`config.mk`:
```
export PLATFORM = sky130hd
export DESIGN_NAME = instr_fetch_flat
export DESIGN_NICKNAME = d
export VERILOG_FILES = /design/src/rtl/instr_fetch_if.sv /design/src/rtl/instr_fetch.sv /design/src/flat_wrapper.sv
export SDC_FILE = /design/constraint.sdc
export NUM_CORES = 1
export LEC_CHECK = 0
export CAP_MARGIN = 10
export CORE_MARGIN = 4
export CORE_UTILIZATION = 50
export DETAILED_ROUTE_END_ITERATION = 12
export GPL_TIMING_DRIVEN = 1
export PLACE_DENSITY = 0.67
export SLEW_MARGIN = 10
export SYNTH_ARGS = -nofsm -noshare
export SYNTH_HDL_FRONTEND = slang
export SYNTH_SLANG_ARGS = --single-unit
```
`constraint.sdc`:
```
create_clock -name clock -period 2.55 [get_ports clock]
set_input_delay 0.6375 -clock clock [delete_from_list [all_inputs] [get_ports clock]]
set_output_delay 0.6375 -clock clock [all_outputs]
set_load 0.01 [all_outputs]
```
`src/rtl/instr_fetch_if.sv`:
```
// Program-load byte stream between a loader (master) and instr_fetch (slave).
interface instr_fetch_if;
  logic       load_valid;
  logic [7:0] load_data;
  logic       load_last;
  logic       load_ready;

  modport master (
    output load_valid,
    output load_data,
    output load_last,
    input  load_ready
  );

  modport slave (
    input  load_valid,
    input  load_data,
    input  load_last,
    output load_ready
  );
endinterface

```
`src/rtl/instr_fetch.sv`:
```
// instr_fetch: 32 x 8 instruction store with program-load mode and a
// two-cycle FETCH/EXEC sequencer driving a downstream controller.
// Instruction format: opcode = [7:5], operand address = [4:0].
// Optional feature macro: SINGLE_STEP_EN adds a 'step' input; FETCH then
// waits for step = 1 so each pulse advances exactly one instruction.
module instr_fetch (
  input  logic          clock,
  input  logic          reset,
  input  logic          prog_start,
  instr_fetch_if.slave  load,
  input  logic          run,
  input  logic          acc_zero,
`ifdef SINGLE_STEP_EN
  input  logic          step,
`endif
  output logic          Load_in,
  output logic [2:0]    Opcode,
  output logic [4:0]    Addr,
  output logic [4:0]    pc,
  output logic          halted
);

  typedef enum logic [2:0] {
    IDLE,
    LOAD,
    FETCH,
    EXEC,
    HALT
  } state_t;

  localparam logic [2:0] OP_HLT = 3'b000;
  localparam logic [2:0] OP_SKZ = 3'b001;
  localparam logic [2:0] OP_JMP = 3'b111;

  state_t     state;
  logic [7:0] mem [32];
  logic [7:0] ir;
  logic [4:0] wptr;
  logic       write_en;
  logic       fetch_go;

`ifdef SINGLE_STEP_EN
  assign fetch_go = step;
`else
  assign fetch_go = 1'b1;
`endif

  assign write_en = (state == LOAD) && load.load_valid;
  assign Addr     = ir[4:0];

  // Instruction store; deliberately not reset so a program survives reset.
  always_ff @(posedge clock) begin
    if (write_en) begin
      mem[wptr] <= load.load_data;
    end
  end

  // Sequencer: load/fetch/execute control with registered outputs.
  always_ff @(posedge clock or posedge reset) begin
    if (reset) begin
      state           <= IDLE;
      pc              <= '0;
      ir              <= '0;
      wptr            <= '0;
      Load_in         <= 1'b0;
      load.load_ready <= 1'b0;
      Opcode          <= '0;
      halted          <= 1'b0;
    end else begin
      case (state)
        IDLE, HALT: begin
          if (prog_start) begin
            state           <= LOAD;
            wptr            <= '0;
            Load_in         <= 1'b1;
            load.load_ready <= 1'b1;
            halted          <= 1'b0;
          end else if (run) begin
            state  <= FETCH;
            pc     <= '0;
            halted <= 1'b0;
          end
        end

        LOAD: begin
          if (load.load_valid) begin
            wptr <= wptr + 5'd1;
            // Leave on the marked last byte or once slot 31 is written,
            // so the pointer wrap never overwrites slot 0.
            if (load.load_last || (wptr == 5'd31)) begin
              state           <= IDLE;
              Load_in         <= 1'b0;
              load.load_ready <= 1'b0;
            end
          end
        end

        FETCH: begin
          if (fetch_go) begin
            ir     <= mem[pc];
            // Opcode is registered here so it is valid for the whole EXEC
            // cycle and stable at the edge where the controller samples it.
            Opcode <= mem[pc][7:5];
            state  <= EXEC;
          end
        end

        EXEC: begin
          Opcode <= '0;
          case (ir[7:5])
            OP_HLT: begin
              state  <= HALT;
              halted <= 1'b1;
            end
            OP_JMP: begin
              pc    <= ir[4:0];
              state <= FETCH;
            end
            OP_SKZ: begin
              pc    <= acc_zero ? (pc + 5'd2) : (pc + 5'd1);
              state <= FETCH;
            end
            default: begin
              pc    <= pc + 5'd1;
              state <= FETCH;
            end
          endcase
        end

        default: state <= IDLE;
      endcase
    end
  end

endmodule

```
`src/flat_wrapper.sv`:
```
// flat-port wrapper written by rule: the top's interface ports become plain ports
module instr_fetch_flat 
  (clock, reset, prog_start, run, acc_zero, Load_in, Opcode, Addr, pc, halted, load_load_valid, load_load_data, load_load_last, load_load_ready);
  instr_fetch_if load_i ();
  input  logic clock;
  input  logic reset;
  input  logic prog_start;
  input  logic run;
  input  logic acc_zero;
  output logic Load_in;
  output logic [2:0] Opcode;
  output logic [4:0] Addr;
  output logic [4:0] pc;
  output logic halted;
  input wire logic [$bits(load_i.load_valid)-1:0] load_load_valid;
  input wire logic [$bits(load_i.load_data)-1:0] load_load_data;
  input wire logic [$bits(load_i.load_last)-1:0] load_load_last;
  output wire logic [$bits(load_i.load_ready)-1:0] load_load_ready;
  assign load_i.load_valid = load_load_valid;
  assign load_i.load_data = load_load_data;
  assign load_i.load_last = load_load_last;
  assign load_load_ready = load_i.load_ready;
  instr_fetch u_core (.clock(clock), .reset(reset), .prog_start(prog_start), .load(load_i), .run(run), .acc_zero(acc_zero), .Load_in(Load_in), .Opcode(Opcode), .Addr(Addr), .pc(pc), .halted(halted));
endmodule
```
==> flow_summary_export.csv <==
group,metric,value,unit
power,p_leak,4.52,nW
timing,fin_crit,2.47,ns
yosys,synthFlopType,"edfxtp_1",
yosys,synth-edff-count,256,
final_layout,n_antenna_cell,0,
yosys,synthCells,679,
yosys,yosys.area_share.simple,6.15,%
final_layout,layout-drive-gt1-share,22.5,%
timing,hold_viol,0,
placed_design,place_ws,0.0403,ns
final_layout,layout.nets,803,
timing,skew,0.0281,ns
global_route,grt_max_degree,38,
yosys,synth_compound_area_share,5.60,%
yosys,yosysSeqAreaShare,72.1,%
yosys,synthTopCellsByArea,"edfxtp_1, mux4_2, dfrtp_1, mux2i_1, nor2_1",
setup_path,crit_path_start_kind,"flip-flop",
global_route,grt_pass1_vias,6680,
routing,drt-initial-drc-count,634,
yosys,synth_mux_area_share,12.7,%
placed_design,hpwlAfterDp,17.5,mm
setup_path,crit_path_max_fanout,37,
yosys,async_reset_ff_share,9.22,%
clock_tree,ctsHoldBuffers,0,
floorplanning,pin_count,31,
flow_run,maxCapViolCount,0,
routing,vias,6651,
timing,period_share,97.0,%
placed_design,place_congestion,0.982,
placed_design,portBuffers,30,
yosys,synthAdderAreaFrac,0.758,%
clock_tree,tritoncts,"done",
timing,finalSetupViolations,0,
global_route,globalRouteMet1Util,30.1,%
global_route,grt_util_all_layers,20.9,%
final_layout,area_growth,18.0,%
clock_tree,clockBufferDepth,3,
setup_path,cp.arrival,2.87,ns
timing,fin_tns_setup,0,ns
global_route,grt_pass1_wl,40.9,mm
yosys,synth_top_area_share,66.5,%
yosys,netlist_area,0.0116,mm²
timing,grt_setup_unrepaired,"no",
yosys,synth_xor_xnor_area_share,0.379,%
yosys,synth_top_family_by_area,"multiplexers",
timing,worstMarginPinSlew,0.581,ns
final_layout,postLayoutCoreUtil,60.1,%
routing,drt_wl_total,26.9,mm
global_route,busiest_layer,"met2",
power,finalPower,13.3,mW
hold_path,min_path_type,"in -> async",
yosys,ys_seq_elements,282,
routing,vias_per_cell,6.11,
setup_path,worstSetupEndpointType,"flip-flop",
setup_path,cpMaxStageDelayCell,"mux4_2",
clock_tree,cts_buffers,28,
clock_tree,numClockSinks,282,
setup_path,crit_chain,"buf_4 > buf_12 > mux4_2 > and2_1 > a2111oi_0 > a211oi_1",
routing,post_drt_wl_per_cell,24.8,µm
floorplanning,die_x,160,µm
power,power_density,972,mW/mm²
global_route,grt_use_met2,32.9,%
setup_path,worstSetupPathType,"reg -> reg",
global_route,gr-usage-met3,3.23,%
timing,finalWorstSetupSlack,0.0762,ns
timing,clock.fmax,404,MHz
yosys,synth.largest_area_cell,"edfxtp_1",
global_route,antenna_found_initial,0,
yosys,postSynthNetCount,701,
floorplanning,die_y,160,µm
clock_tree,clk_pin_slew,0.07,ns
floorplanning,rows,55,
global_route,gr-total-overflow,0,
yosys,synth_common_cells,"edfxtp_1, nor2_1, mux2i_1",
floorplanning,core_area,0.0227,mm²
routing,dr.pass1.iters,5,
yosys,yosysMostFrequentCell,"edfxtp_1",
setup_path,crit_required,2.95,ns
clock_tree,htree_levels,1,
routing,ant_nets,0,
floorplanning,die_area,0.0256,mm²
yosys,synth_area_per_cell,17.0,µm²
power,worst_ir_drop_vdd,431,µV
routing,drc,0,
timing,finalMaxSlewViolations,0,
clock_tree,clk_latency,0.55,ns
outcome,status,"finished, final reports clean",
floorplanning,start_util,50.9,%
yosys,ys_types,55,
clock_tree,cts_root_buf,"clkbuf_16",
setup_path,cpPeakStageDelay,0.58,ns
yosys,synth_warnings,0,
timing,max-slew-margin-rel,60.3,%
-- final timing paths --
check	cells after the start	endpoint	startpoint	slack, ns
min in group clock	2	u_core.halted	u_core.halted	0.53
worst min-delay path	3	u_core.pc[3]	reset	0.45
worst max register to register	6	u_core.ir[6]	u_core.pc[0]	0.08
worst max-delay path	6	u_core.ir[6]	u_core.pc[0]	0.08
max in group asynchronous	3	u_core.pc[0]	reset	1.81
worst min register to register	2	u_core.halted	u_core.halted	0.53
-- placed cells by master (no fill, tap or decap), types with 7 or more instances in the layout --
| cell | instances |
|---|---|
| clkbuf_16 | 28 |
| ha_1 | 7 |
| nand2_1 | 25 |
| o21ai_1 | 8 |
| buf_4 | 81 |
| a22o_1 | 7 |
| mux2_2 | 8 |
| clkdlybuf4s50_1 | 30 |
| nor2b_1 | 7 |
| o22ai_1 | 17 |
| a211oi_1 | 9 |
| mux4_2 | 37 |
| edfxtp_1 | 256 |
| dfrtp_1 | 23 |
| and2_1 | 8 |
| nor2_1 | 60 |
| nor4_1 | 11 |
| inv_1 | 9 |
| a21oi_1 | 9 |
| a2111oi_0 | 9 |
| nor3_1 | 7 |
| mux2i_1 | 54 |
-- report_power, final --
group | total (mW) | switching (mW) | leakage, nW | internal [mW]
logic | 3.34 | 1.79 | 1.41 | 1.55
clock network | 4.35 | 1.71 | 0.481 | 2.64
registers | 5.56 | 0.294 | 2.63 | 5.27
total | 13.3 | 3.80 | 4.52 | 9.46
-- critical path: cells and delay by family, from the launching register on --
kind / cells / cell delay [ns]
AOI/OAI and AO/OA: 2 / 0.67
muxes: 1 / 0.58
DFF: 1 / 0.44
buffers and inverters: 2 / 0.36
and+or+nand+nor: 1 / 0.21
-- per-layer routing --
layer,part of all wire [%],vias to the layer above,routed length [µm]
met1,42,3365,11300
met2,47,320,12600
met5,0,-,0
li1,-,2908,-
met4,3.3,0,902
met3,8.0,58,2160
-- cells by family (layout without fill, tap and decap cells) --
| kind of cell | after synthesis | in the layout |
|---|---|---|
| compound gates | 89 | 89 |
| flops | 282 | 282 |
| buf+inv | 52 | 176 |
| xor+xnor | 5 | 5 |
| fa+ha+maj | 7 | 7 |
| simple gates | 145 | 145 |
| mux | 99 | 99 |
-- flip-flops by register name, indices dropped and copies added, names as in the netlist --
register / count
u_core.mem: 256
u_core.ir: 8
u_core.pc: 5
u_core.wptr: 5
u_core.Opcode: 3
u_core.state: 3
u_core.Load_in: 1
u_core.halted: 1
-- timing repair --
item                                   CTS  global route
buffers inserted                         4             0
endpoints found under the hold margin    0             0
gates resized for setup                  2             1
setup endpoints to repair                2             1
-- final cells by class --
cell class / count / area (µm²)
clock inverter: 20 / 275
timing repair buffer: 114 / 960
multi-input combinational: 345 / 2950
sequential: 282 / 8350
tap: 285 / 357
fill: 1635 / 9060
clock buffer: 32 / 716
inverter: 10 / 37.5
-- through the flow --
stage	hold WS (ns)	std cells	cell area [µm²]
5_1_grt	0.477	1088	13600
3_5_place_dp	0.514	1032	12600
4_1_cts	0.461	1088	13600
2_1_floorplan	0.545	679	11600
3_3_place_gp	0.510	1032	12600
6_report	0.451	1088	13600
Note: power is estimated with default switching activity, not from simulation.
